$ cat config.mk
export PLATFORM = sky130hd
export DESIGN_NAME = state_update_ctrl_flat
export DESIGN_NICKNAME = d
export VERILOG_FILES = /design/src/rtl/state_update_ctrl_if.sv /design/src/rtl/state_update_ctrl.sv /design/src/flat_wrapper.sv
export SDC_FILE = /design/constraint.sdc
export NUM_CORES = 1
export LEC_CHECK = 0
export BUFFER_PORTS_ARGS = -buffer_cell sky130_fd_sc_hd__buf_2
export CORE_UTILIZATION = 43
export CTS_CLUSTER_SIZE = 12
export DETAILED_ROUTE_END_ITERATION = 12
export PLACE_DENSITY = 0.74
export SLEW_MARGIN = 15
export SYNTH_ARGS = -nofsm -noshare
export SYNTH_HDL_FRONTEND = slang
export SYNTH_SLANG_ARGS = --single-unit
$ cat constraint.sdc
create_clock -name clk -period 1.49 [get_ports clk]
set_input_delay 0.2235 -clock clk [delete_from_list [all_inputs] [get_ports clk]]
set_output_delay 0.2235 -clock clk [all_outputs]
set_load 0.005 [all_outputs]
$ cat src/rtl/state_update_ctrl_if.sv
// Stream-side handshake bundle of the state-update sequencer: bdi input words in, pdo words out.
interface state_update_ctrl_if;
    logic       bdi_valid;
    logic       bdi_ready;
    logic       bdi_last;
    logic [3:0] bdi_bval;
    logic       bdo_valid;
    logic       bdo_ready;
    logic       bdo_tag;

    // Stream side: supplies bdi words and consumes pdo words.
    modport master (
        output bdi_valid,
        output bdi_last,
        output bdi_bval,
        output bdo_ready,
        input  bdi_ready,
        input  bdo_valid,
        input  bdo_tag
    );

    // Controller side.
    modport slave (
        input  bdi_valid,
        input  bdi_last,
        input  bdi_bval,
        input  bdo_ready,
        output bdi_ready,
        output bdo_valid,
        output bdo_tag
    );
endinterface

$ cat src/rtl/state_update_ctrl.sv
// Sequencer for the 32-bit state-update datapath and the round-based SKINNY core.
// Per 128-bit block: shift 4 words through the state (pdo handshaked out alongside),
// run ROUNDS cipher cycles, and after the final block shift the tag out with pdi zeroed.
module state_update_ctrl #(
    parameter int unsigned ROUNDS = 40,  // cipher cycles per block, 1..63
    parameter int unsigned RW     = 6    // rnd width, 2**RW > ROUNDS
) (
    input  logic               clk,
    input  logic               rst,
    input  logic               start,
    input  logic               dec,
    state_update_ctrl_if.slave bus,
    output logic               enc,
    output logic               se,
    output logic [3:0]         decrypt,
    output logic               pdi_zero,
    output logic [RW-1:0]      rnd,
    output logic               busy,
    output logic               done
);

    typedef enum logic [2:0] {
        StIdle,
        StLoad,
        StRun,
        StTag,
        StDone
    } state_e;

    localparam logic [RW-1:0] RndLast = RW'(ROUNDS - 1);

    state_e        state_q;
    logic [1:0]    wcnt_q;
    logic [RW-1:0] rnd_q;
    logic          mode_q;
    logic          lastblk_q;

    // A LOAD word moves only when a new pdi word exists and its pdo word can leave in
    // the same cycle, since pdo is a combinational function of pdi.
    logic load_xfer;
    assign load_xfer = bus.bdi_valid & bus.bdo_ready;

    // Sequencer state, word counter, round counter and latched message attributes.
    always_ff @(posedge clk) begin
        if (!rst) begin
            state_q   <= StIdle;
            wcnt_q    <= 2'd0;
            rnd_q     <= '0;
            mode_q    <= 1'b0;
            lastblk_q <= 1'b0;
        end else begin
            case (state_q)
                StIdle: begin
                    if (start) begin
                        mode_q  <= dec;
                        wcnt_q  <= 2'd0;
                        state_q <= StLoad;
                    end
                end
                StLoad: begin
                    if (load_xfer) begin
                        wcnt_q <= wcnt_q + 2'd1;
                        if (wcnt_q == 2'd3) begin
                            // bdi_last only matters on the block's closing word.
                            lastblk_q <= bus.bdi_last;
                            rnd_q     <= '0;
                            state_q   <= StRun;
                        end
                    end
                end
                StRun: begin
                    if (rnd_q == RndLast) begin
                        rnd_q   <= '0;
                        wcnt_q  <= 2'd0;
                        state_q <= lastblk_q ? StTag : StLoad;
                    end else begin
                        rnd_q <= rnd_q + RW'(1);
                    end
                end
                StTag: begin
                    if (bus.bdo_ready) begin
                        wcnt_q <= wcnt_q + 2'd1;
                        if (wcnt_q == 2'd3) begin
                            state_q <= StDone;
                        end
                    end
                end
                StDone: begin
                    wcnt_q  <= 2'd0;
                    state_q <= StIdle;
                end
                default: begin
                    state_q <= StIdle;
                end
            endcase
        end
    end

    // Output decode from registered state plus the bdi_valid/bdo_ready pass-through.
    always_comb begin
        bus.bdi_ready = 1'b0;
        bus.bdo_valid = 1'b0;
        bus.bdo_tag   = 1'b0;
        enc           = 1'b0;
        se            = 1'b1;
        decrypt       = 4'h0;
        pdi_zero      = 1'b0;
        rnd           = '0;
        busy          = (state_q != StIdle);
        done          = 1'b0;
        case (state_q)
            StLoad: begin
                bus.bdi_ready = bus.bdo_ready;
                bus.bdo_valid = bus.bdi_valid;
                enc           = load_xfer;
                decrypt       = mode_q ? bus.bdi_bval : 4'h0;
            end
            StRun: begin
                enc = 1'b1;
                se  = 1'b0;
                rnd = rnd_q;
            end
            StTag: begin
                bus.bdo_valid = 1'b1;
                bus.bdo_tag   = 1'b1;
                enc           = bus.bdo_ready;
                pdi_zero      = 1'b1;
            end
            StDone: begin
                done = 1'b1;
            end
            default: begin
            end
        endcase
    end

endmodule

$ cat src/flat_wrapper.sv
// flat-port wrapper written by rule: the top's interface ports become plain ports
module state_update_ctrl_flat 
#(
    parameter int unsigned ROUNDS = 40,                                   
    parameter int unsigned RW     = 6                                
)
  (clk, rst, start, dec, enc, se, decrypt, pdi_zero, rnd, busy, done, bus_bdi_valid, bus_bdi_last, bus_bdi_bval, bus_bdo_ready, bus_bdi_ready, bus_bdo_valid, bus_bdo_tag);
  state_update_ctrl_if bus_i ();
  input  logic clk;
  input  logic rst;
  input  logic start;
  input  logic dec;
  output logic enc;
  output logic se;
  output logic [3:0] decrypt;
  output logic pdi_zero;
  output logic [RW-1:0] rnd;
  output logic busy;
  output logic done;
  input wire logic [$bits(bus_i.bdi_valid)-1:0] bus_bdi_valid;
  input wire logic [$bits(bus_i.bdi_last)-1:0] bus_bdi_last;
  input wire logic [$bits(bus_i.bdi_bval)-1:0] bus_bdi_bval;
  input wire logic [$bits(bus_i.bdo_ready)-1:0] bus_bdo_ready;
  output wire logic [$bits(bus_i.bdi_ready)-1:0] bus_bdi_ready;
  output wire logic [$bits(bus_i.bdo_valid)-1:0] bus_bdo_valid;
  output wire logic [$bits(bus_i.bdo_tag)-1:0] bus_bdo_tag;
  assign bus_i.bdi_valid = bus_bdi_valid;
  assign bus_i.bdi_last = bus_bdi_last;
  assign bus_i.bdi_bval = bus_bdi_bval;
  assign bus_i.bdo_ready = bus_bdo_ready;
  assign bus_bdi_ready = bus_i.bdi_ready;
  assign bus_bdo_valid = bus_i.bdo_valid;
  assign bus_bdo_tag = bus_i.bdo_tag;
  state_update_ctrl #(.ROUNDS(ROUNDS), .RW(RW)) u_core (.clk(clk), .rst(rst), .start(start), .dec(dec), .bus(bus_i), .enc(enc), .se(se), .decrypt(decrypt), .pdi_zero(pdi_zero), .rnd(rnd), .busy(busy), .done(done));
endmodule
==> impl_metrics.toml <==
[pwr]
powerDensity_nw_per_um2 = 531
vdd_drop_max_v = 0.000334
leakagePower_uw = 0.000604

[global_routing]
grt_max_degree = 11
overflow = 0
antenna_found_initial = 0
grt_pass1_vias = 828
grtUsageTotal_pct = 22.9
grt_pass1_wl_mm = 3.45

[floorplan]
initial_core_util_pct = 45.7
fp.dieW_um = 44.8
ios = 29
die_y_um = 44.8
rows = 15
dieArea_um2 = 2010
design.core.area_um2 = 1730

[finish]
layout-drive-gt1-share_pct = 54.1
antenna_cells = 0
final_cells = 171
nets = 160
final_area_um2 = 1270
finish.utilization_pct = 73.6
syn_to_final_growth_pct = 61.3

[cts]
clockBufferDepth = 2
root_buffer = "clkbuf_4"
h-tree-depth = 1
cts_tree = "built"
clkSlewWorstSetupHoldPaths_ns = 0.09
numCtsBuffers = 3
insertion_delay_ns = 0.28
clock-sinks = 13

[sta]
rsz0062_at_grt = "yes"
fin_crit_sh_pct = 103
slew_headroom_pct = 82.5
maxSlewViolCount = 0
fmax_mhz = 650
period_needed_ns = 1.54
tightest_slew_ns = 0.261
setup_viol = 11
worst_clock_skew_ns = 0.00630
hold_violations = 0
setup_ws_ns = -0.0489

[place]
dpl_cell_area_um2 = 1050
portBuffers = 28
placed_cells = 159
pre_cts_slack_ns = -0.0504
place.gp.congestion = 0.843
dp_hpwl_mm = 1.52

[logic_synthesis]
synth_top_area_share_pct = 33.0
synth_area_leaders = "dfxtp_1 (33%), and2_1 (8.7%), nor2_1 (4.8%), and3_1 (4.0%), mux2i_1 (3.8%)"
synthMuxAreaShare_pct = 5.71
ys_ff_latch = 13
synthTopCellsByCount = "dfxtp_1 (13), and2_1 (11), nor2_1 (10), nand3_1 (6)"
mappedNetlistNets = 108
synth-xor-area-share_pct = 1.11
netlist_area_um2 = 788
synth_cell_type_count = 37
ys_seq_area_share_pct = 33.0
yosys.area_share.adder_pct = 3.17
synth_top_family_by_area = "simple AND/OR/NAND/NOR gates"
yosysTopAreaCell = "dfxtp_1"
synth.most_common_cell = "dfxtp_1"
yosys_warnings = 0
synth-main-ff-cell = "dfxtp_1"
ys_async_sr_fraction_pct = 0
synthCells = 95
synth.avg_cell_area_um2 = 8.30
synth-edff-count = 0
synth_compound_area_share_pct = 15.7
synth-simple-area-share_pct = 35.9

[setup_path]
worst-r2r-setup-slack_ns = 0.01
startpoint_type = "flop"
critPathMaxFanout = 4
startpoint = "u_core.state_q[1]$_SDFFE_PN0P_"
crit_arrival_ns = 1.32
path_class = "flop to output pin"
timing.rr.end = "u_core.state_q[0]$_SDFFE_PN0P_"
crit_required_ns = 1.27
reg2reg_depth = 5
crit_path_end_kind = "output pin"
crit_end = "decrypt[0]"
rr_startpoint = "u_core.rnd_q[0]$_SDFFE_PN0P_"

[run_status]
status = "complete, but fails checks"
violations = "setup timing"

[drt]
drtIter0Drc = 31
drtPass1Iterations = 4
vias = 937
viasPerCell = 5.48
wl_per_cell_um = 14.7
drt_wl_total_mm = 2.51
antenna_left = 0
drc_errors = 0

[job]
maxCapViolCount = 0

[hold_path]
hold_path_class = "input pin to flop"
[worst min path at each step]
stage            startpoint                             to  slack [ns]  cells after the start
2_1_floorplan  bus_bdi_last  u_core.lastblk_q$_SDFFE_PN0P_        0.37                      2
3_3_place_gp            dec     u_core.mode_q$_SDFFE_PN0P_        0.46                      3
3_5_place_dp   bus_bdi_last  u_core.lastblk_q$_SDFFE_PN0P_        0.47                      3
4_1_cts                 dec     u_core.mode_q$_SDFFE_PN0P_        0.18                      3
5_1_grt                 dec     u_core.mode_q$_SDFFE_PN0P_        0.19                      3
6_report                dec     u_core.mode_q$_SDFFE_PN0P_        0.18                      3
[state kept, by name, summed over array words and instances, names as in the netlist]
name / flops
u_core.lastblk_q: 1
u_core.rnd_q: 6
u_core.wcnt_q: 2
u_core.mode_q: 1
u_core.state_q: 3
[metal layers]
layer / vias up / share of wire [%] / track usage (%)
li1: 444 / - / -
met1: 453 / 41 / 30.9
met2: 36 / 52 / 39.4
met3: 4 / 5.7 / 2.40
met4: 0 / 1.3 / 5.45
met5: - / 0 / 0
[power breakdown]
group / total, uW / internal, uW / switching [uW]
combinational: 90.7 / 45.5 / 45.2
sequential: 353 / 349 / 4.61
clock: 231 / 104 / 127
[cells in the final DEF (no fill, tap or decap), types with 2 or more instances in the layout]
cell type,instances
nand3_1,6
nand2_1,3
buf_2,22
and3_1,3
a21oi_1,4
dfxtp_4,2
or3_1,2
o21ai_0,2
buf_4,18
clkbuf_4,3
nor3_1,4
and2_4,5
a31oi_1,3
nor2_1,9
buf_6,12
a32o_1,2
and2_1,6
dfxtp_1,10
mux2i_1,3
[stage by stage]
stage / hold slack (ns) / setup TNS, ns / total power, uW
after CTS: 0.177 / -0.0673 / 658
after detailed placement: 0.466 / -0.0664 / 439
after global placement: 0.457 / 0 / 437
final: 0.178 / -0.372 / 674
after floorplan: 0.367 / 0 / 399
after global routing: 0.191 / -1.34 / 693
[logic make-up (layout without fill, tap and decap cells)]
| group | count (synthesis) | after routing |
|---|---|---|
| muxes | 4 | 4 |
| DFF | 13 | 13 |
| AOI/OAI and AO/OA | 18 | 18 |
| adders and majority gates | 2 | 2 |
| and+or+nand+nor | 49 | 49 |
| xor gates and xnor gates | 1 | 1 |
| buffers and inverters | 8 | 59 |
[area by class of cell]
type,count,area [um^2]
clock buffers,4,26.3
fillers,135,455
inverters,3,13.8
multi-input cells,74,551
flip-flops and latches,13,269
well taps,25,31.3
repair buffers,52,380
[critical path, cell delays in order, from the launching register on]
cell and delay [ns]:
dfxtp_4 0.37, buf_6 0.13, nor2_4 0.11, and3_4 0.21, and2_4 0.14, buf_6 0.08
[what timing repair did]
| action | in CTS | in global routing |
|---|---|---|
| resized for setup | 11 | 27 |
| cloned | 0 | 1 |
| endpoints found under the setup margin | 19 | 24 |
| pin swaps | 8 | 10 |
| hold buffers | 0 | 0 |
| buffers inserted | 4 | 3 |
Power figures use the tool's default switching activity.
